[src/rtl/sccb_pkg.sv]
// Shared types and constants for the SCCB init sequencer: FSM states, table
// markers, default camera ID and the ms-to-cycles helper.
package sccb_pkg;

  typedef enum logic [3:0] {
    ST_IDLE,
    ST_FETCH,
    ST_DECODE,
    ST_ISSUE,
    ST_WAIT_DONE,
    ST_RELEASE,
    ST_SETTLE,
    ST_DONE,
    ST_ERROR,
    ST_VISSUE,
    ST_VWAIT,
    ST_VRELEASE
  } state_t;

  localparam logic [15:0] TBL_END        = 16'hFFFF;
  localparam logic [15:0] TBL_DELAY      = 16'hFFF0;
  localparam logic [7:0]  CAM_ID_DEFAULT = 8'h42;

  function automatic longint unsigned ms_to_cycles(input longint unsigned freq,
                                                   input longint unsigned ms);
    return (freq * ms) / 64'd1000;
  endfunction

endpackage

[src/rtl/sccb_init_sequencer_if.sv]
// Request/response bundle between the init sequencer (master) and the
// 2-wire SCCB engine (slave).
interface sccb_init_sequencer_if;
  logic       sccb_start;
  logic       sccb_rw;
  logic [7:0] sccb_id_addr;
  logic [7:0] sccb_sub_addr;
  logic [7:0] sccb_data_in;
  logic [7:0] sccb_data_out;
  logic       sccb_done;

  modport master (
    output sccb_start, sccb_rw, sccb_id_addr, sccb_sub_addr, sccb_data_in,
    input  sccb_data_out, sccb_done
  );

  modport slave (
    input  sccb_start, sccb_rw, sccb_id_addr, sccb_sub_addr, sccb_data_in,
    output sccb_data_out, sccb_done
  );
endinterface

[src/rtl/sccb_init_sequencer.sv]
// Walks a camera register table and drives the SCCB engine one transaction at
// a time. Define SCCB_VERIFY_EN to read back and check every write.
module sccb_init_sequencer
  import sccb_pkg::*;
#(
  parameter int unsigned XCLK_FREQ   = 10_000_000,
  parameter logic [7:0]  CAM_ID      = CAM_ID_DEFAULT,
  parameter int unsigned SETTLE_MS   = 300,
  parameter int unsigned TIMEOUT_CYC = 200_000,
  parameter int unsigned TBL_AW      = 6
) (
  input  logic                  xclk,
  input  logic                  resetn,
  input  logic                  init_go,
  output logic                  busy,
  output logic                  init_done,
  output logic                  init_err,
  output logic [TBL_AW-1:0]     err_index,
  output logic [TBL_AW-1:0]     tbl_addr,
  input  logic [15:0]           tbl_data,
  sccb_init_sequencer_if.master sccb
);

  localparam longint unsigned SETTLE_RAW = ms_to_cycles(XCLK_FREQ, SETTLE_MS);
  localparam int unsigned SETTLE_CYC = (SETTLE_RAW == 0) ? 1 : 32'(SETTLE_RAW);
  localparam int unsigned TO_CYC     = (TIMEOUT_CYC == 0) ? 1 : TIMEOUT_CYC;
  localparam int unsigned CNT_MAX    = (TO_CYC > SETTLE_CYC) ? TO_CYC : SETTLE_CYC;
  localparam int unsigned CNT_W      = $clog2(CNT_MAX + 1);
  localparam logic [CNT_W-1:0] SETTLE_LAST  = CNT_W'(SETTLE_CYC - 1);
  localparam logic [CNT_W-1:0] TIMEOUT_LAST = CNT_W'(TO_CYC - 1);

  state_t           state, state_nxt;
  logic [CNT_W-1:0] cnt;
  logic [7:0]       sub_q, data_q;
  logic             idle_like, go_accept, advance, tbl_last;
`ifdef SCCB_VERIFY_EN
  logic [7:0]       rd_q;
  logic             retried;
`endif

  assign idle_like = (state == ST_IDLE) || (state == ST_DONE) || (state == ST_ERROR);
  assign go_accept = idle_like && init_go;
  assign advance   = (state_nxt == ST_FETCH) && !idle_like;
  assign tbl_last  = (tbl_addr == '1);

  always_ff @(posedge xclk or negedge resetn) begin
    if (!resetn) state <= ST_IDLE;
    else         state <= state_nxt;
  end

  always_comb begin
    state_t adv_st;
    adv_st    = tbl_last ? ST_DONE : ST_FETCH;
    state_nxt = state;
    case (state)
      ST_IDLE, ST_DONE, ST_ERROR: state_nxt = init_go ? ST_FETCH : ST_IDLE;
      ST_FETCH:  state_nxt = ST_DECODE;
      ST_DECODE: begin
        if (tbl_data == TBL_END)        state_nxt = ST_DONE;
        else if (tbl_data == TBL_DELAY) state_nxt = ST_SETTLE;
        else                            state_nxt = ST_ISSUE;
      end
      ST_ISSUE: state_nxt = ST_WAIT_DONE;
      // done is tested first so it wins over the timeout terminal count
      ST_WAIT_DONE: begin
        if (sccb.sccb_done)           state_nxt = ST_RELEASE;
        else if (cnt == TIMEOUT_LAST) state_nxt = ST_ERROR;
      end
      ST_RELEASE: begin
`ifdef SCCB_VERIFY_EN
        if (!sccb.sccb_done) state_nxt = ST_VISSUE;
`else
        if (!sccb.sccb_done) state_nxt = adv_st;
`endif
      end
      ST_SETTLE: if (cnt == SETTLE_LAST) state_nxt = adv_st;
`ifdef SCCB_VERIFY_EN
      ST_VISSUE: state_nxt = ST_VWAIT;
      ST_VWAIT: begin
        if (sccb.sccb_done)           state_nxt = ST_VRELEASE;
        else if (cnt == TIMEOUT_LAST) state_nxt = ST_ERROR;
      end
      ST_VRELEASE: begin
        if (!sccb.sccb_done) begin
          if (rd_q == data_q) state_nxt = adv_st;
          else if (!retried)  state_nxt = ST_ISSUE;
          else                state_nxt = ST_ERROR;
        end
      end
`endif
      default: state_nxt = ST_IDLE;
    endcase
  end

  always_ff @(posedge xclk or negedge resetn) begin
    if (!resetn) begin
      tbl_addr  <= '0;
      err_index <= '0;
      init_done <= 1'b0;
      init_err  <= 1'b0;
      sub_q     <= '0;
      data_q    <= '0;
      cnt       <= '0;
`ifdef SCCB_VERIFY_EN
      rd_q      <= '0;
      retried   <= 1'b0;
`endif
    end else begin
      if (go_accept) begin
        tbl_addr  <= '0;
        err_index <= '0;
        init_done <= 1'b0;
        init_err  <= 1'b0;
      end else if (advance) begin
        tbl_addr <= tbl_addr + 1'b1;
      end
      if (state_nxt == ST_DONE) init_done <= 1'b1;
      if (state_nxt == ST_ERROR) begin
        init_err  <= 1'b1;
        err_index <= tbl_addr;
      end
      case (state)
        ST_DECODE: begin
          cnt <= '0;
          if (tbl_data != TBL_END && tbl_data != TBL_DELAY) begin
            sub_q  <= tbl_data[15:8];
            data_q <= tbl_data[7:0];
          end
`ifdef SCCB_VERIFY_EN
          retried <= 1'b0;
`endif
        end
        ST_ISSUE, ST_VISSUE:     cnt <= '0;
        ST_WAIT_DONE, ST_SETTLE: cnt <= cnt + 1'b1;
`ifdef SCCB_VERIFY_EN
        ST_VWAIT: begin
          cnt <= cnt + 1'b1;
          if (sccb.sccb_done) rd_q <= sccb.sccb_data_out;
        end
        ST_VRELEASE: if (state_nxt == ST_ISSUE) retried <= 1'b1;
`endif
        default: ;
      endcase
    end
  end

  // Moore outputs: an async reset forces IDLE, so sccb_start drops at once
  always_comb begin
    busy              = !idle_like;
    sccb.sccb_start   = (state == ST_ISSUE) || (state == ST_WAIT_DONE) ||
                        (state == ST_VISSUE) || (state == ST_VWAIT);
`ifdef SCCB_VERIFY_EN
    sccb.sccb_rw      = (state == ST_VISSUE) || (state == ST_VWAIT);
`else
    sccb.sccb_rw      = 1'b0;
`endif
    sccb.sccb_id_addr  = CAM_ID;
    sccb.sccb_sub_addr = sub_q;
    sccb.sccb_data_in  = data_q;
  end

endmodule
[src/flat_wrapper.sv]
// flat-port wrapper written by rule: the top's interface ports become plain ports
module sccb_init_sequencer_flat import sccb_pkg::*;
#(
  parameter int unsigned XCLK_FREQ   = 10_000_000,
  parameter logic [7:0]  CAM_ID      = CAM_ID_DEFAULT,
  parameter int unsigned SETTLE_MS   = 300,
  parameter int unsigned TIMEOUT_CYC = 200_000,
  parameter int unsigned TBL_AW      = 6
)
  (xclk, resetn, init_go, busy, init_done, init_err, err_index, tbl_addr, tbl_data, sccb_sccb_start, sccb_sccb_rw, sccb_sccb_id_addr, sccb_sccb_sub_addr, sccb_sccb_data_in, sccb_sccb_data_out, sccb_sccb_done);
  sccb_init_sequencer_if sccb_i ();
  input  logic xclk;
  input  logic resetn;
  input  logic init_go;
  output logic busy;
  output logic init_done;
  output logic init_err;
  output logic [TBL_AW-1:0] err_index;
  output logic [TBL_AW-1:0] tbl_addr;
  input  logic [15:0] tbl_data;
  output wire logic [$bits(sccb_i.sccb_start)-1:0] sccb_sccb_start;
  output wire logic [$bits(sccb_i.sccb_rw)-1:0] sccb_sccb_rw;
  output wire logic [$bits(sccb_i.sccb_id_addr)-1:0] sccb_sccb_id_addr;
  output wire logic [$bits(sccb_i.sccb_sub_addr)-1:0] sccb_sccb_sub_addr;
  output wire logic [$bits(sccb_i.sccb_data_in)-1:0] sccb_sccb_data_in;
  input wire logic [$bits(sccb_i.sccb_data_out)-1:0] sccb_sccb_data_out;
  input wire logic [$bits(sccb_i.sccb_done)-1:0] sccb_sccb_done;
  assign sccb_sccb_start = sccb_i.sccb_start;
  assign sccb_sccb_rw = sccb_i.sccb_rw;
  assign sccb_sccb_id_addr = sccb_i.sccb_id_addr;
  assign sccb_sccb_sub_addr = sccb_i.sccb_sub_addr;
  assign sccb_sccb_data_in = sccb_i.sccb_data_in;
  assign sccb_i.sccb_data_out = sccb_sccb_data_out;
  assign sccb_i.sccb_done = sccb_sccb_done;
  sccb_init_sequencer #(.XCLK_FREQ(XCLK_FREQ), .CAM_ID(CAM_ID), .SETTLE_MS(SETTLE_MS), .TIMEOUT_CYC(TIMEOUT_CYC), .TBL_AW(TBL_AW)) u_core (.xclk(xclk), .resetn(resetn), .init_go(init_go), .busy(busy), .init_done(init_done), .init_err(init_err), .err_index(err_index), .tbl_addr(tbl_addr), .tbl_data(tbl_data), .sccb(sccb_i));
endmodule
[config.mk]
export PLATFORM = sky130hd
export DESIGN_NAME = sccb_init_sequencer_flat
export DESIGN_NICKNAME = d
export VERILOG_FILES = /design/src/rtl/sccb_pkg.sv /design/src/rtl/sccb_init_sequencer_if.sv /design/src/rtl/sccb_init_sequencer.sv /design/src/flat_wrapper.sv
export SDC_FILE = /design/constraint.sdc
export NUM_CORES = 1
export LEC_CHECK = 0
export ABC_AREA = 0
export CELL_PAD_IN_SITES_DETAIL_PLACEMENT = 1
export CELL_PAD_IN_SITES_GLOBAL_PLACEMENT = 1
export CORE_AREA = 8 8 99 101
export CTS_CLUSTER_DIAMETER = 150
export DETAILED_ROUTE_END_ITERATION = 16
export DIE_AREA = 0 0 107 109
export PLACE_DENSITY_LB_ADDON = 0.3
export SLEW_MARGIN = 0
export SYNTH_ARGS = -nofsm -noshare
export SYNTH_HDL_FRONTEND = slang
export SYNTH_SLANG_ARGS = --single-unit
[constraint.sdc]
create_clock -name xclk -period 3.2 [get_ports xclk]
set_clock_uncertainty 0.1 [all_clocks]
set_input_delay 0.32 -clock xclk [delete_from_list [all_inputs] [get_ports xclk]]
set_output_delay 0.32 -clock xclk [all_outputs]
set_load 0.005 [all_outputs]
# After elaboration in Yosys (flattened, before gate mapping)
# Cells that the tools add are included.
# word_totals
register_bits	56
inputBits	28
wordCells	65
# op_classes
n_addsub	2
n_eq_ne	20
muxes	17
reduce_logical	18
# ops
cell	n
case mux 22 bit (2 select lines)	1
equality test 16 bit (second input constant)	2
inequality test 16 bit (second input constant)	2
case mux 4 bit (7 select lines)	1
two-way mux 6 bit	4
adder 22 x 1 -> 22 bit (second input constant)	1
equality test 22 x 18 -> 1 bit (second input constant)	1
equality test 22 bit (second input constant)	1
equality test 4 x 3 -> 1 bit (second input constant)	5
two-way mux 4 bit	5
equality test 4 bit (second input constant)	4
equality test 4 x 1 -> 1 bit (second input constant)	2
equality test 4 x 2 -> 1 bit (second input constant)	2
nonzero test 2 bit	4
adder 6 x 1 -> 6 bit (second input constant)	1
equality test 6 bit (second input constant)	1
two-way mux 3 bit	2
OR reduction 3 bit	2
logical OR 1 bit	5
logical NOT 4 bit	1
two-way mux 1 bit	4
logical AND 1 bit	3
AND reduction 2 bit	1
OR reduction 2 bit	1
logical NOT 1 bit	1

# Depth between registers and ports, before layout
# Gate-level depths: netlist of the first run.
# depth
ltp_word	8
depth_mapped	8
ltp_nobuf	7

# Least setup slack after synthesis of the first run
# Ideal clock, no wire load.
# synth_path
path_kind	flip-flop to flip-flop
from	register u_core.cnt[6]
to	register u_core.tbl_addr[2]
arrival_time_ns	2.204
t_required_ns	2.974
setup_slack_ns	0.770
path_stages_with_launch	9
n_path_buf	2
period_less_slack_ns	2.430
cell_sequence	dfrtp_1 > buf_6 > or4_1 > or3_1 > buf_6 > nor3_2 > a22o_2 > nand3b_2 > a221o_1
# synth_via
elab_chain_cells	7
elab_cells_between_ends	9
classes_between	eq/ne (3); mux (4); reduce/logical (2)
# synth_lines
element	line	source
start: declaration	sccb_init_sequencer.sv:33	logic [CNT_W-1:0] cnt;
start signal: assignment	sccb_init_sequencer.sv:134	ST_WAIT_DONE, ST_SETTLE: cnt <= cnt + 1'b1;
equality test 22 x 18 -> 1 bit	sccb_init_sequencer.sv:67	else if (cnt == TIMEOUT_LAST) state_nxt = ST_ERROR;
two-way mux 4 bit	sccb_init_sequencer.sv:67	
two-way mux 4 bit	sccb_init_sequencer.sv:66	if (sccb.sccb_done) state_nxt = ST_RELEASE;
case mux 4 bit (7 select lines) *	sccb_init_sequencer.sv:55	case (state)
equality test 4 x 1 -> 1 bit *	sccb_init_sequencer.sv:43	assign advance = (state_nxt == ST_FETCH) && !idle_like;
logical AND 1 bit *	sccb_init_sequencer.sv:43	
nonzero test 2 bit (no line) *	-	
end signal: assignment	sccb_init_sequencer.sv:115	tbl_addr <= tbl_addr + 1'b1;
end: declaration	sccb_init_sequencer.sv:19	output logic [TBL_AW-1:0] tbl_addr,
# Mark *: on every way between the ends. The rest lies on a longest branch, timed or not.
# A chain may end at the register's enable or synchronous reset.

# Worst setup path in the final report of the first run
# layout_path
from	register u_core.state[0]
to	output sccb_sccb_start
# layout_via
elab_chain_cells	4
elab_cells_between_ends	7
classes_between	eq/ne (4); reduce/logical (3)
# layout_lines
element	line	source
start: declaration	sccb_init_sequencer.sv:32	state_t state, state_nxt;
start signal: assignment	sccb_init_sequencer.sv:48	else state <= state_nxt;
equality test 4 x 2 -> 1 bit / equality test 4 x 3 -> 1 bit (equally long branches)	sccb_init_sequencer.sv:150	sccb.sccb_start = (state == ST_ISSUE) || (state == ST_WAIT_DONE) ||
logical OR 1 bit (2 in series)	sccb_init_sequencer.sv:150	
logical OR 1 bit *	sccb_init_sequencer.sv:151	(state == ST_VISSUE) || (state == ST_VWAIT);
end: declaration	flat_wrapper.sv:21	output wire logic [$bits(sccb_i.sccb_start)-1:0] sccb_sccb_start;
# Marks and branches as above.

==> impl_metrics.tcl, run 1 <==
set metrics [dict create \
    placed_cell_area_um2 3590 \
    die_width_um 107 \
    antennaDiodeCount 0 \
    fin_crit_sh 0.828 \
    drive_gt1_frac 0.112 \
    p_leak_nw 1.53 \
    setup_tns_ns 0 \
    synth_warnings 0 \
    cts.reportedPaths.clkPinSlew_ns 0.10 \
    maxCapViolations 0 \
    synth_edf_count 0 \
    ctsResizeCount 0 \
    ys_seq_area_frac 0.464 \
    final_antenna_net_count 0 \
    antenna_found_initial 0 \
    insertion_delay_ns 0.31 \
    drc_errors 0 \
    grt_setup_unrepaired "false" \
    tightest_slew_ns 1.01 \
    grt_pass1_wl_um 13500 \
    path_cells "nor2_1 -> nand2_1 -> o22ai_1 -> clkdlybuf4s50_1" \
    period_needed_ns 2.65 \
    hold_buffers 0 \
    vias_per_cell 5.41 \
    fin_nets 395 \
    cts_root_buf "clkbuf_8" \
    hold_violations 0 \
    areaGrowthSynthToFinish_pct 21.8 \
    slew_headroom 0.328 \
    core_area_um2 8380 \
    gp_congestion 0.772 \
    path_class "reg2out" \
    syn_inst 319 \
    hold_slack_ns 0.0671 \
    cp-end-kind "output pin" \
    outcome "finished, final reports clean" \
    die_h_um 109 \
    vias 2565 \
    hp-class "in2async" \
    regArea_um2 1400 \
    die-area_um2 11700 \
    slowest_delay_ns 0.56 \
    syn_area_um2 3020 \
    placed_cells 466 \
    grt_pass1_vias 2633 \
    ys_types 54 \
    grt_overflow_total 0 \
    vdd_drop_max_v 0.000209 \
    dp_hpwl_um 5820 \
    grt_max_degree 46 \
    wl_per_cell_um 16.9 \
    worstPathArrival_ns 2.23 \
    routed_wl_um 7990 \
    final_cell_area_um2 3680 \
    fin_cells 474 \
    clock_path_buffers 2 \
    start_util 0.361 \
    dr.pass1.iters 4 \
    slew_viol_final 0 \
    synthArstFlopShare 1.00 \
    cp.buffers_inverters 1 \
    multi_input_area_um2 1480 \
    p_per_area_nw_per_um2 698 \
    cts_setup_buffers 0 \
    nFillCells 978 \
    htree_levels 2 \
    cts_sinks 56 \
    crit_required_ns 2.78 \
    yosys_register_bits 56 \
    cp_max_fo 13 \
    clock.fmax_ghz 0.377 \
    cts_tree "built" \
    totalPowerFinal_mw 2.57 \
    num_rows 34 \
    critPathTopFamily "buffers and inverters" \
    first_iter_violations 89 \
    numCtsBuffers 5 \
    critical_path.slowest_cell "clkdlybuf4s50_1" \
    startpoint_type "flip-flop" \
    avgSynthCellArea_um2 9.48 \
    ios 69 \
    grt_usage 0.142 \
    ys.flop_type "dfrtp_1" \
    setup_viol 0 \
    port_buffers 51 \
]
## sequential cells by signal, summed over array words and instances, names as in the netlist
register and cells:
u_core.cnt 22, u_core.err_index 6, u_core.init_done 1, u_core.init_err 1, u_core.sccb.sccb_data_in 8, u_core.sccb.sccb_sub_addr 8, u_core.state 4, u_core.tbl_addr 6
## Yosys cell counts (3+ instances only)
| master | instances | area, um2 |
|---|---|---|
| a21oi_1 | 3 | 15.0 |
| a22o_1 | 3 | 26.3 |
| a31oi_1 | 8 | 50.1 |
| and2_1 | 3 | 18.8 |
| and3_1 | 6 | 37.5 |
| and4_1 | 3 | 26.3 |
| buf_2 | 4 | 20.0 |
| buf_4 | 9 | 67.6 |
| clkbuf_1 | 11 | 41.3 |
| dfrtp_1 | 56 | 1400 |
| inv_1 | 3 | 11.3 |
| mux2_2 | 17 | 191 |
| mux2i_1 | 4 | 40.0 |
| nand2_1 | 35 | 131 |
| nand2b_1 | 4 | 25.0 |
| nand3_1 | 8 | 40.0 |
| nand4_1 | 21 | 131 |
| nor2_1 | 19 | 71.3 |
| nor2b_1 | 7 | 43.8 |
| nor3_1 | 5 | 25.0 |
| o21ai_0 | 46 | 230 |
| or4_1 | 3 | 22.5 |
## where the power goes
group	switching (mW)	leakage, nW	internal, mW
logic	0.533	0.741	0.624
registers	0.158	0.736	0.866
clock network	0.237	0.0479	0.153
## cell type report
cell class,count,share of cell area
multi-input combinational,240,0.402
sequential,56,0.381
timing repair buffer,59,0.154
tap,108,0.0367
clock buffer,5,0.0187
clock inverter,3,0.00510
inverter,3,0.00306
## routing by layer
layer | track usage | vias up | share of wire
met4 | 0.0422 | 0 | 0.013
met1 | 0.178 | 1275 | 0.44
met2 | 0.240 | 36 | 0.51
met5 | 0 | - | 0
met3 | 0.0313 | 7 | 0.040
li1 | - | 1247 | -
## stage by stage
stage / worst slack (ns) / util
global placement: 0.398 / 0.429
floorplan: 0.770 / -
detailed placement: 0.344 / 0.429
finish: 0.550 / 0.439
CTS: 0.527 / 0.439
global route: 0.422 / 0.439
## final timing paths
kind,start,to,slack (ns),depth (start not counted)
max in group asynchronous,resetn,u_core.sccb.sccb_sub_addr[4],2.24,2
setup / recovery,u_core.state[0],sccb_sccb_start,0.55,4
min in group xclk,u_core.init_err,u_core.init_err,0.39,1
setup reg to reg,u_core.cnt[6],u_core.tbl_addr[2],0.56,6
hold reg to reg,u_core.init_err,u_core.init_err,0.39,1
hold / removal,resetn,u_core.tbl_addr[0],0.07,1
## cells in the final DEF, fill, tap and decap left out, types with 3 or more instances in the layout
cell / Yosys / routed
inv_1: 3 / 3
a31oi_1: 8 / 8
nand4_1: 21 / 21
dfrtp_1: 56 / 56
clkdlybuf4s50_1: 0 / 50
nor2b_1: 7 / 7
conb_1: 2 / 9
mux2i_1: 4 / 4
or4_1: 3 / 3
nand3_1: 8 / 8
and4_1: 3 / 3
buf_4: 9 / 8
and2_1: 3 / 3
mux2_2: 17 / 17
and3_1: 6 / 6
nand2_1: 35 / 35
nand2b_1: 4 / 4
clkbuf_8: 0 / 5
a22o_1: 3 / 3
nor2_1: 19 / 19
o21ai_0: 46 / 46
nor3_1: 5 / 5
a21oi_1: 3 / 3
## logic make-up (layout without fill, tap and decap cells)
family | after synthesis | after routing | share of synthesized area
xor+xnor | 2 | 2 | 0.00580
other cells | 2 | 9 | 0.00248
buf+inv | 30 | 70 | 0.0550
compound gates | 80 | 80 | 0.161
flops | 56 | 56 | 0.464
simple gates | 126 | 126 | 0.227
fa+ha+maj | 2 | 2 | 0.00828
mux | 21 | 21 | 0.0766
Note: power is estimated with default switching activity, not from simulation.
==> run 2: changes to the inputs <==
- clock period: 3.2 -> 2.7 ns (I/O delays scaled with it)
==> impl_metrics.tcl, run 2 (synthesis results as in run 1) <==
set metrics [dict create \
    path_cells "or4_1 -> or3_1 -> nor4_4 -> a31o_2 -> nand3_1 -> a32o_1" \
    crit_required_ns 2.80 \
    ios 69 \
    start_util 0.361 \
    grt_pass1_vias 2711 \
    num_rows 34 \
    cp-end-kind "flip-flop" \
    path_class "reg2reg" \
    route.met3.wl_um 267 \
    cts.reportedPaths.clkPinSlew_ns 0.10 \
    grt_max_degree 44 \
    grt_usage 0.147 \
    slowest_delay_ns 0.49 \
    largest_reg_flops 22 \
    dr.pass1.iters 4 \
    reg2reg_slack_ns 0.16 \
    grt_setup_unrepaired "false" \
    finalWorstSetupSlack_ns 0.161 \
    critical_path.slowest_cell "or4_1" \
    fin_util 0.448 \
    cts_setup_buffers 0 \
    antennaDiodeCount 0 \
    setup_viol 0 \
    fin_nets 402 \
    ctsResizeCount 0 \
    post-place-ws_ns -0.0444 \
    die-area_um2 11700 \
    p_leak_nw 1.57 \
    cp.buffers_inverters 0 \
    gp_congestion 0.775 \
    areaGrowthSynthToFinish_pct 24.3 \
    critPathTopFamily "simple AND/OR/NAND/NOR gates" \
    regMostFlops "u_core.cnt" \
    cts_root_buf "clkbuf_8" \
    die_width_um 107 \
    vdd_drop_max_v 0.000334 \
    insertion_delay_ns 0.31 \
    top_layer "met4" \
    clock_path_buffers 2 \
    hp-class "in2async" \
    nFillCells 979 \
    port_buffers 51 \
    setup_tns_ns 0 \
    r2r_start "u_core.cnt[13]" \
    vias_per_cell 5.52 \
    wl_per_cell_um 17.2 \
    clock.fmax_ghz 0.394 \
    reg2reg_to "u_core.init_done" \
    grt_pass1_wl_um 14000 \
    cts_sinks 56 \
    startpoint_type "flip-flop" \
    hold_buffers 0 \
    final_antenna_net_count 0 \
    layout_commonest_cell "dfrtp_1" \
    period_needed_ns 2.54 \
    wl_met2_um 4210 \
    cp_max_fo 7 \
    routed_wl_um 8220 \
    numCtsBuffers 5 \
    outcome "finished, final reports clean" \
    slew_viol_final 0 \
    met1_length_um 3670 \
    fin_crit_sh 0.940 \
    hold_slack_ns 0.0239 \
    tightest_slew_ns 1.01 \
    hold_violations 0 \
    final_cell_mix "dfrtp_1 (56), clkdlybuf4s50_1 (50), o21ai_0 (46)" \
    grt_overflow_total 0 \
    vias 2642 \
    htree_levels 2 \
    core_area_um2 8380 \
    die_h_um 109 \
    antenna_found_initial 0 \
    dp_hpwl_um 6050 \
    first_iter_violations 82 \
    cts_tree "built" \
    drc_errors 0 \
    slew_headroom 0.326 \
    maxCapViolations 0 \
    rr_worst_depth 6 \
    drive_gt1_frac 0.124 \
    p_per_area_nw_per_um2 844 \
    worstPathArrival_ns 2.64 \
]
[run 2: cell type report]
class	instances	area, um2	share of cell area
clock buffer	5	68.8	0.0183
clock inverter	1	30.0	0.00799
inverter	3	11.3	0.00300
multi-input combinational	240	1480	0.394
sequential	56	1400	0.373
tap	108	135	0.0360
timing repair buffer	66	631	0.168
[run 2: stage by stage]
stage | std cells | area, um2 | power [mW]
after global placement | 473 | 3660 | 2.63
after global routing | 479 | 3760 | 3.42
after floorplan | 326 | 3050 | 1.99
final | 479 | 3760 | 3.17
after detailed placement | 473 | 3660 | 2.68
after CTS | 479 | 3760 | 3.23
[run 2: metal layers]
layer	vias to the layer above	track usage
li1	1255	-
met1	1343	0.182
met2	37	0.258
met3	7	0.0266
met4	0	0.0362
met5	-	0
[run 2: worst max path at each step]
stage                   startpoint                            to  slack, ns  cells after the start
floorplan            u_core.cnt[6]            u_core.tbl_addr[2]       0.27                      8
global placement       tbl_data[1]            u_core.tbl_addr[0]      0.009                      7
detailed placement     tbl_data[1]  u_core.sccb.sccb_sub_addr[2]      -0.04                      6
CTS                  u_core.cnt[6]              u_core.init_done       0.14                      6
global route        u_core.cnt[13]            u_core.tbl_addr[0]       0.03                      6
finish              u_core.cnt[13]              u_core.init_done       0.16                      6
[run 2: report_power, final]
part / leakage, nW / internal [mW] / switching, mW / total (mW)
sequential: 0.736 / 1.03 / 0.188 / 1.21
clock: 0.0501 / 0.267 / 0.271 / 0.539
combinational: 0.782 / 0.778 / 0.643 / 1.42
==> run 3: changes to the inputs <==
- CAP_MARGIN: not set -> 20
- CORE_AREA: 8 8 99 101 -> 8 8 104 106
- DIE_AREA: 0 0 107 109 -> 0 0 112 114
- SKIP_CTS_REPAIR_TIMING: not set -> 1
- clock period: 2.7 -> 2.2 ns (I/O delays scaled with it)
==> impl_metrics.tcl, run 3 (synthesis results as in run 1) <==
set metrics [dict create \
    outcome "finished with violations" \
    violations "negative setup slack" \
    cts.reportedPaths.clkPinSlew_ns 0.11 \
    layout_commonest_cell "buf_4" \
    path_class "reg2reg" \
    fin_crit_sh 1.11 \
    fin_util 0.466 \
    nFillCells 1063 \
    dp_hpwl_um 6750 \
    htree_levels 2 \
    setup_viol 14 \
    grt_overflow_total 0 \
    cp_max_fo 5 \
    antennaDiodeCount 0 \
    drive_gt1_frac 0.267 \
    die_width_um 112 \
    crit_required_ns 2.30 \
    start_util 0.332 \
    drc_errors 0 \
    p_leak_nw 1.87 \
    wl_per_cell_um 17.1 \
    routed_wl_um 9130 \
    clock.fmax_ghz 0.409 \
    grt_usage 0.144 \
    dr.pass1.iters 4 \
    die-area_um2 12800 \
    slew_headroom 0.624 \
    grt_max_degree 23 \
    first_iter_violations 74 \
    regMostFlops "u_core.cnt" \
    setup_tns_ns -1.44 \
    period_needed_ns 2.44 \
    grt_setup_unrepaired "true" \
    vdd_drop_max_v 0.000355 \
    multi_input_area_um2 1550 \
    cts_sinks 56 \
    antenna_found_initial 0 \
    hold_slack_ns 0.266 \
    core_area_um2 9110 \
    areaGrowthSynthToFinish_pct 40.5 \
    die_h_um 114 \
    maxCapViolations 0 \
    regArea_um2 1400 \
    finalWorstSetupSlack_ns -0.244 \
    p_per_area_nw_per_um2 1010 \
    ios 69 \
    tightest_slew_ns 0.564 \
    port_buffers 51 \
    final_antenna_net_count 0 \
    gp_congestion 0.805 \
    rr_worst_depth 7 \
    final_cell_mix "buf_4 (61), dfrtp_1 (55), clkdlybuf4s50_1 (49)" \
    insertion_delay_ns 0.31 \
    vias 2792 \
    fin_cells 534 \
    slew_viol_final 0 \
    placed_cells 520 \
    hold_violations 0 \
    cp-end-kind "flip-flop" \
    vias_per_cell 5.23 \
    worstPathArrival_ns 2.55 \
    startpoint_type "flip-flop" \
    grt_pass1_wl_um 15100 \
    numCtsBuffers 5 \
    cts_tree "built" \
    clock_path_buffers 2 \
    largest_reg_flops 22 \
    fin_nets 452 \
    num_rows 35 \
    hp-class "in2async" \
    grt_pass1_vias 2912 \
    totalPowerFinal_mw 4.28 \
    cts_root_buf "clkbuf_8" \
]
-- run 3: cell types whose count changed in the layout (fill, tap and decap cells not counted), moves of 2 or more --
cell / change
buf_4: +47
buf_6: +2
or4_4: +2
clkbuf_8: +2
nor2b_2: +3
or4_1: -2
nor2b_1: -3
-- run 3: layout make-up --
cell class | instances | share of cell area
clock buffer | 7 | 0.0227
clock inverter | 1 | 0.00707
inverter | 3 | 0.00265
multi-input combinational | 240 | 0.365
sequential | 56 | 0.330
tap | 111 | 0.0327
timing repair buffer | 116 | 0.240
-- run 3: worst max-delay path, stage by stage, from the launching register on --
cell and delay (ns):
dfrtp_1 0.40, or4_1 0.52, or3_4 0.44, buf_4 0.17
nor4_4 0.18, nand2_1 0.08, a31o_1 0.20, a32o_1 0.25
-- run 3: final timing paths --
kind,start,endpoint,slack [ns]
max in group asynchronous,resetn,u_core.state[3],1.08
hold reg to reg,u_core.init_err,u_core.init_err,0.39
setup reg to reg,u_core.cnt[20],u_core.init_done,-0.24
min in group xclk,u_core.init_err,u_core.init_err,0.39
setup / recovery,u_core.cnt[20],u_core.init_done,-0.24
hold / removal,resetn,u_core.err_index[4],0.27
-- run 3: power breakdown --
group | leakage, nW | switching, mW | internal (mW)
combinational | 1.07 | 0.972 | 1.16
clock | 0.0645 | 0.351 | 0.403
sequential | 0.735 | 0.138 | 1.26
total | 1.87 | 1.46 | 2.82
-- run 3: metal layers --
metal  track usage  routed length (um)  vias to the layer above
met5             0                   0                        -
met4        0.0378                  78                        0
met3        0.0306                 309                        5
met2         0.260                4810                       35
met1         0.170                3930                     1388
li1              -                   -                     1364
-- run 3: per-stage QoR --
step	setup slack [ns]	area, um2
3_5_place_dp	-0.434	4010
6_report	-0.244	4250
4_1_cts	-0.331	4140
5_1_grt	-0.338	4250
2_1_floorplan	-0.217	3070
3_3_place_gp	-0.394	4010
==> RTL change 1 (flow settings as in run 1) <==
`SETTLE_MS` is set to 300 in 2 places; all go to 150.
--- a/src/rtl/sccb_init_sequencer.sv
+++ b/src/rtl/sccb_init_sequencer.sv
@@ -7,3 +7,3 @@
   parameter logic [7:0]  CAM_ID      = CAM_ID_DEFAULT,
-  parameter int unsigned SETTLE_MS   = 300,
+  parameter int unsigned SETTLE_MS   = 150,
   parameter int unsigned TIMEOUT_CYC = 200_000,
--- a/src/flat_wrapper.sv
+++ b/src/flat_wrapper.sv
@@ -5,3 +5,3 @@
   parameter logic [7:0]  CAM_ID      = CAM_ID_DEFAULT,
-  parameter int unsigned SETTLE_MS   = 300,
+  parameter int unsigned SETTLE_MS   = 150,
   parameter int unsigned TIMEOUT_CYC = 200_000,
Function: same outputs for any inputs over 10 cycles, from zero or initial values and one cycle with resetn low; that may be too few to reach the edited logic, so the function may still have changed.
==> RTL change 1 against run 1 <==
  * Power is 6.6% higher
  * Setup slack worse by 150 ps
  * Global-route usage down 0.23 points
  * Synthesized area is 1.8% lower
  * Wire length fell by 0.60%
  * Count of clock-buffer cells in the layout unchanged
  * Final area down 0.34%
  * Register-to-register slack worse by 160 ps
  * Sequential cell count fell by 1
  * First-iteration DRC count shrank 48%
  * Maximum frequency fell by 5.3%
  * Final cell count is 1.9% lower
  * Critical path type is now reg2reg
  * Critical endpoint is now u_core.tbl_addr[2]$_DFFE_PN0P_
==> RTL change 1: results (changes against run 1) <==
PLACE
-------------------------------------------------------------------------------
Worst setup slack after placement                                        208 ps   -136 ps
Half-perimeter wire length after detailed placement                5750 microns   -1.3%
Placer Congestion                                                         0.777   +0.64%

STATUS
-------------------------------------------------------------------------------
Outcome                                                            finished, final reports clean

POWER AND IR DROP
-------------------------------------------------------------------------------
Cell-internal power                                                     1.77 mW   +7.7%
Combinational group share of total power                                  0.455   +0.005
Areal power density over the cells                                  747 nW/um^2   +7.0%

DRT
-------------------------------------------------------------------------------
Routed wire length per instance                                    17.1 microns   +1.3%
Met1 layer wirelength in the final routing                         3660 microns   +4.0%
Routed wire length on met3                                          243 microns   -24%

FINISH
-------------------------------------------------------------------------------
Storage element area                                                 1380 sq um   -1.8%
Proportion of layout cells with a drive suffix above 1                    0.148   +0.0364
Count of nets after finishing                                               386   -2.3%
Non-clock inverter count in the final layout                                  2   -1
Relative area of clock buffers and inverters in the final design         0.0307   +0.00690
Area used by multi-input combinational logic                         1450 sq um   -1.9%

SYNTH
-------------------------------------------------------------------------------
Gate count after technology mapping                                         308   -3.4%
Distinct cells, synth                                                        55   +1.9%
Area contributors post-synth                                       sky130_fd_sc_hd__dfrtp_1 46%, sky130_fd_sc_hd__o21ai_0 6.7%, sky130_fd_sc_hd__mux2_2 6.1%, sky130_fd_sc_hd__nand2_1 4.9%, sky130_fd_sc_hd__nand4_1 2.7%
Ranking of synthesized cells by instance count                     55 x sky130_fd_sc_hd__dfrtp_1, 40 x sky130_fd_sc_hd__o21ai_0, 39 x sky130_fd_sc_hd__nand2_1, 18 x sky130_fd_sc_hd__nor2_1, 16 x sky130_fd_sc_hd__mux2_2

GLOBAL ROUTING
-------------------------------------------------------------------------------
Pin count of the biggest net entering global routing                         56   +22%
First-pass GRT wire length                                         13300 microns   -1.7%
Total routing usage reported by global routing                            0.140   -0.00226
Met2 track demand over resource in global routing                         0.238   -0.00178

STA
-------------------------------------------------------------------------------
Final Worst Setup Slack                                                  401 ps   -150 ps

WORST SETUP PATH
-------------------------------------------------------------------------------
Worst Setup Path Type                                                   reg2reg
CP max stage cell                                                  sky130_fd_sc_hd__nor4_1
R2R depth                                                                     9   +3

## RTL change 1: cell count changes after synthesis, moves of 4 or more
cell                             run 1  this run
sky130_fd_sc_hd__o21ai_0            46        40
sky130_fd_sc_hd__a21oi_1             3         7
sky130_fd_sc_hd__nand4_1            21        13
sky130_fd_sc_hd__nand2_1            35        39
## RTL change 1: logic make-up (layout without fill, tap and decap cells)
kind of cell	count (synthesis)	in the layout	synth area share
AOI/OAI and AO/OA	80	80	0.171
adders and majority gates	2	2	0.00843
buffers and inverters	28	70	0.0582
other	2	9	0.00253
and+or+nand+nor	124	124	0.233
DFF	55	55	0.464
muxes	17	17	0.0641
## RTL change 1: worst max-delay path, delay by kind of cell (launching register included)
family	cells	cell delay [ps]
compound gates	3	640
fa+ha+maj	1	290
simple gates	4	1090
flops	1	390
buf+inv	1	160
==> RTL change 2 (config.mk and constraints of run 1) <==
Without the edit above. Encoding of `state_t`: now one-hot (12 bits for 12 states).
--- a/src/rtl/sccb_pkg.sv
+++ b/src/rtl/sccb_pkg.sv
@@ -4,15 +4,15 @@
 
-  typedef enum logic [3:0] {
-    ST_IDLE,
-    ST_FETCH,
-    ST_DECODE,
-    ST_ISSUE,
-    ST_WAIT_DONE,
-    ST_RELEASE,
-    ST_SETTLE,
-    ST_DONE,
-    ST_ERROR,
-    ST_VISSUE,
-    ST_VWAIT,
-    ST_VRELEASE
+  typedef enum logic [11:0] {
+    ST_IDLE      = 12'b000000000001,
+    ST_FETCH     = 12'b000000000010,
+    ST_DECODE    = 12'b000000000100,
+    ST_ISSUE     = 12'b000000001000,
+    ST_WAIT_DONE = 12'b000000010000,
+    ST_RELEASE   = 12'b000000100000,
+    ST_SETTLE    = 12'b000001000000,
+    ST_DONE      = 12'b000010000000,
+    ST_ERROR     = 12'b000100000000,
+    ST_VISSUE    = 12'b001000000000,
+    ST_VWAIT     = 12'b010000000000,
+    ST_VRELEASE  = 12'b100000000000
   } state_t;
Check against the original RTL: same outputs for any inputs over 10 cycles, from zero or initial values and one cycle with resetn low; not proved beyond that.
==> RTL change 2 against run 1 <==
  * Setup slack worse by 240 ps
  * Synthesized area is 10% higher
  * Wire length increased by 13%
  * Maximum frequency fell by 8.3%
  * Critical endpoint unchanged
  * Final area is 13% higher
  * Via count is 12% higher
  * Sequential cell count grew 8
  * Hold slack worse by 29 ps
Power is not compared: it rests on default switching activity, and its combinational part moved more than twofold at a synthesized area within 25%.
==> RTL change 2: results (changes against run 1) <==
STATUS
------------------------------------------------------------------------------------------------------
Outcome                                                                                   finished, final reports clean

CLOCK TREE
------------------------------------------------------------------------------------------------------
CTS H-tree depth                                                                                     3   +1
Total CTS buffers                                                                                    9   +4
Clock transition at the register clock pins on the worst setup and hold paths after CTS          70 ps   -30 ps

FINISH
------------------------------------------------------------------------------------------------------
Clock buffer count                                                                                  11   +6
Proportion of layout cells with a drive suffix above 1                                           0.126   +0.0142
Number of multi-input combinational cells                                                          248   +3.3%
Non-clk buf share                                                                                0.136   -0.0178
P&R area growth vs syn                                                                           24.9%
Share of cell area taken by flip-flops and latches                                               0.386   +0.00505
Fill cell instance count of the final layout                                                       959   -1.9%
Fraction of standard cell area in multi-input logic                                              0.385   -0.0176
Non-clock inverter count in the final layout                                                         9   +6
Relative area of clock buffers and inverters in the final design                                0.0533   +0.0295

SYNTH
------------------------------------------------------------------------------------------------------
Gate count after technology mapping                                                                335   +5.0%
Complex-gate fraction of the synthesized area                                                    0.143   -0.0181
Distinct cells, synth                                                                               56   +3.7%
Share of the yosys chip area belonging to registers                                              0.482   +0.0182
Register bit count reported by yosys                                                                64   +14%
Post-synthesis adder-cell area fraction                                                        0.00752   -0.000757
XOR/XNOR share of the synthesized area                                                          0.0158   +0.0100
Area contributors post-synth                                                              sky130_fd_sc_hd__dfrtp_1 47%, sky130_fd_sc_hd__o21ai_0 5.1%, sky130_fd_sc_hd__mux2_2 5.1%, sky130_fd_sc_hd__nand2_1 2.7%, sky130_fd_sc_hd__nand4_1 2.4%

GLOBAL ROUTING
------------------------------------------------------------------------------------------------------
First-pass GRT wire length                                                                15300 microns   +13%
Total routing usage reported by global routing                                                   0.164   +0.0218
Pin count of the biggest net entering global routing                                                65   +41%

WORST SETUP PATH
------------------------------------------------------------------------------------------------------
R2R depth                                                                                            5   -1
Register-to-Register Setup Slack                                                                480 ps   -80 ps
Kind of cell adding the most delay to the critical path                                   simple AND/OR/NAND/NOR gates

DRT
------------------------------------------------------------------------------------------------------
Routed wire length per instance                                                           17.9 microns   +6.2%
Starting DRC count in detailed routing                                                             102   +15%
Number of vias per cell after detailed routing                                                    5.69   +5.1%

STA
------------------------------------------------------------------------------------------------------
Final-layout worst hold slack                                                                  37.7 ps   -29.4 ps

PLACE
------------------------------------------------------------------------------------------------------
Half-perimeter wire length after detailed placement                                       6480 microns   +11%
Worst setup slack after placement                                                               245 ps   -98.7 ps
Cell count after placement                                                                         488   +4.7%

==> RTL change 2: cell count changes in the layout (fill, tap and decap cells not counted), sizes merged, moves of 5 or more <==
cell | before | now
o21ai | 47 | 35
nand2 | 35 | 24
nor4 | 3 | 13
nand4 | 21 | 13
dfrtp | 56 | 63
nand3 | 8 | 15
or4 | 3 | 10
clkbuf | 5 | 11
inv | 3 | 9
nor2b | 7 | 1
nor2 | 19 | 14
==> RTL change 2: cells by family after synthesis <==
group | Yosys count
other cells | 2
simple gates | 128
xor+xnor | 6
flops | 64
fa+ha+maj | 2
buf+inv | 33
mux | 23
compound gates | 77
==> RTL change 2: what timing repair did <==
action / CTS / global route
setup endpoints to repair: 1 / 0
buffers inserted: 0 / 0
resized for setup: 4 / 0
==> RTL change 2: metal layers <==
metal	GRT usage	share of wire	vias up
met3	0.0579	0.064	15
met1	0.190	0.44	1428
li1	-	-	1350
met5	0	0	-
met2	0.267	0.47	73
met4	0.0754	0.020	0
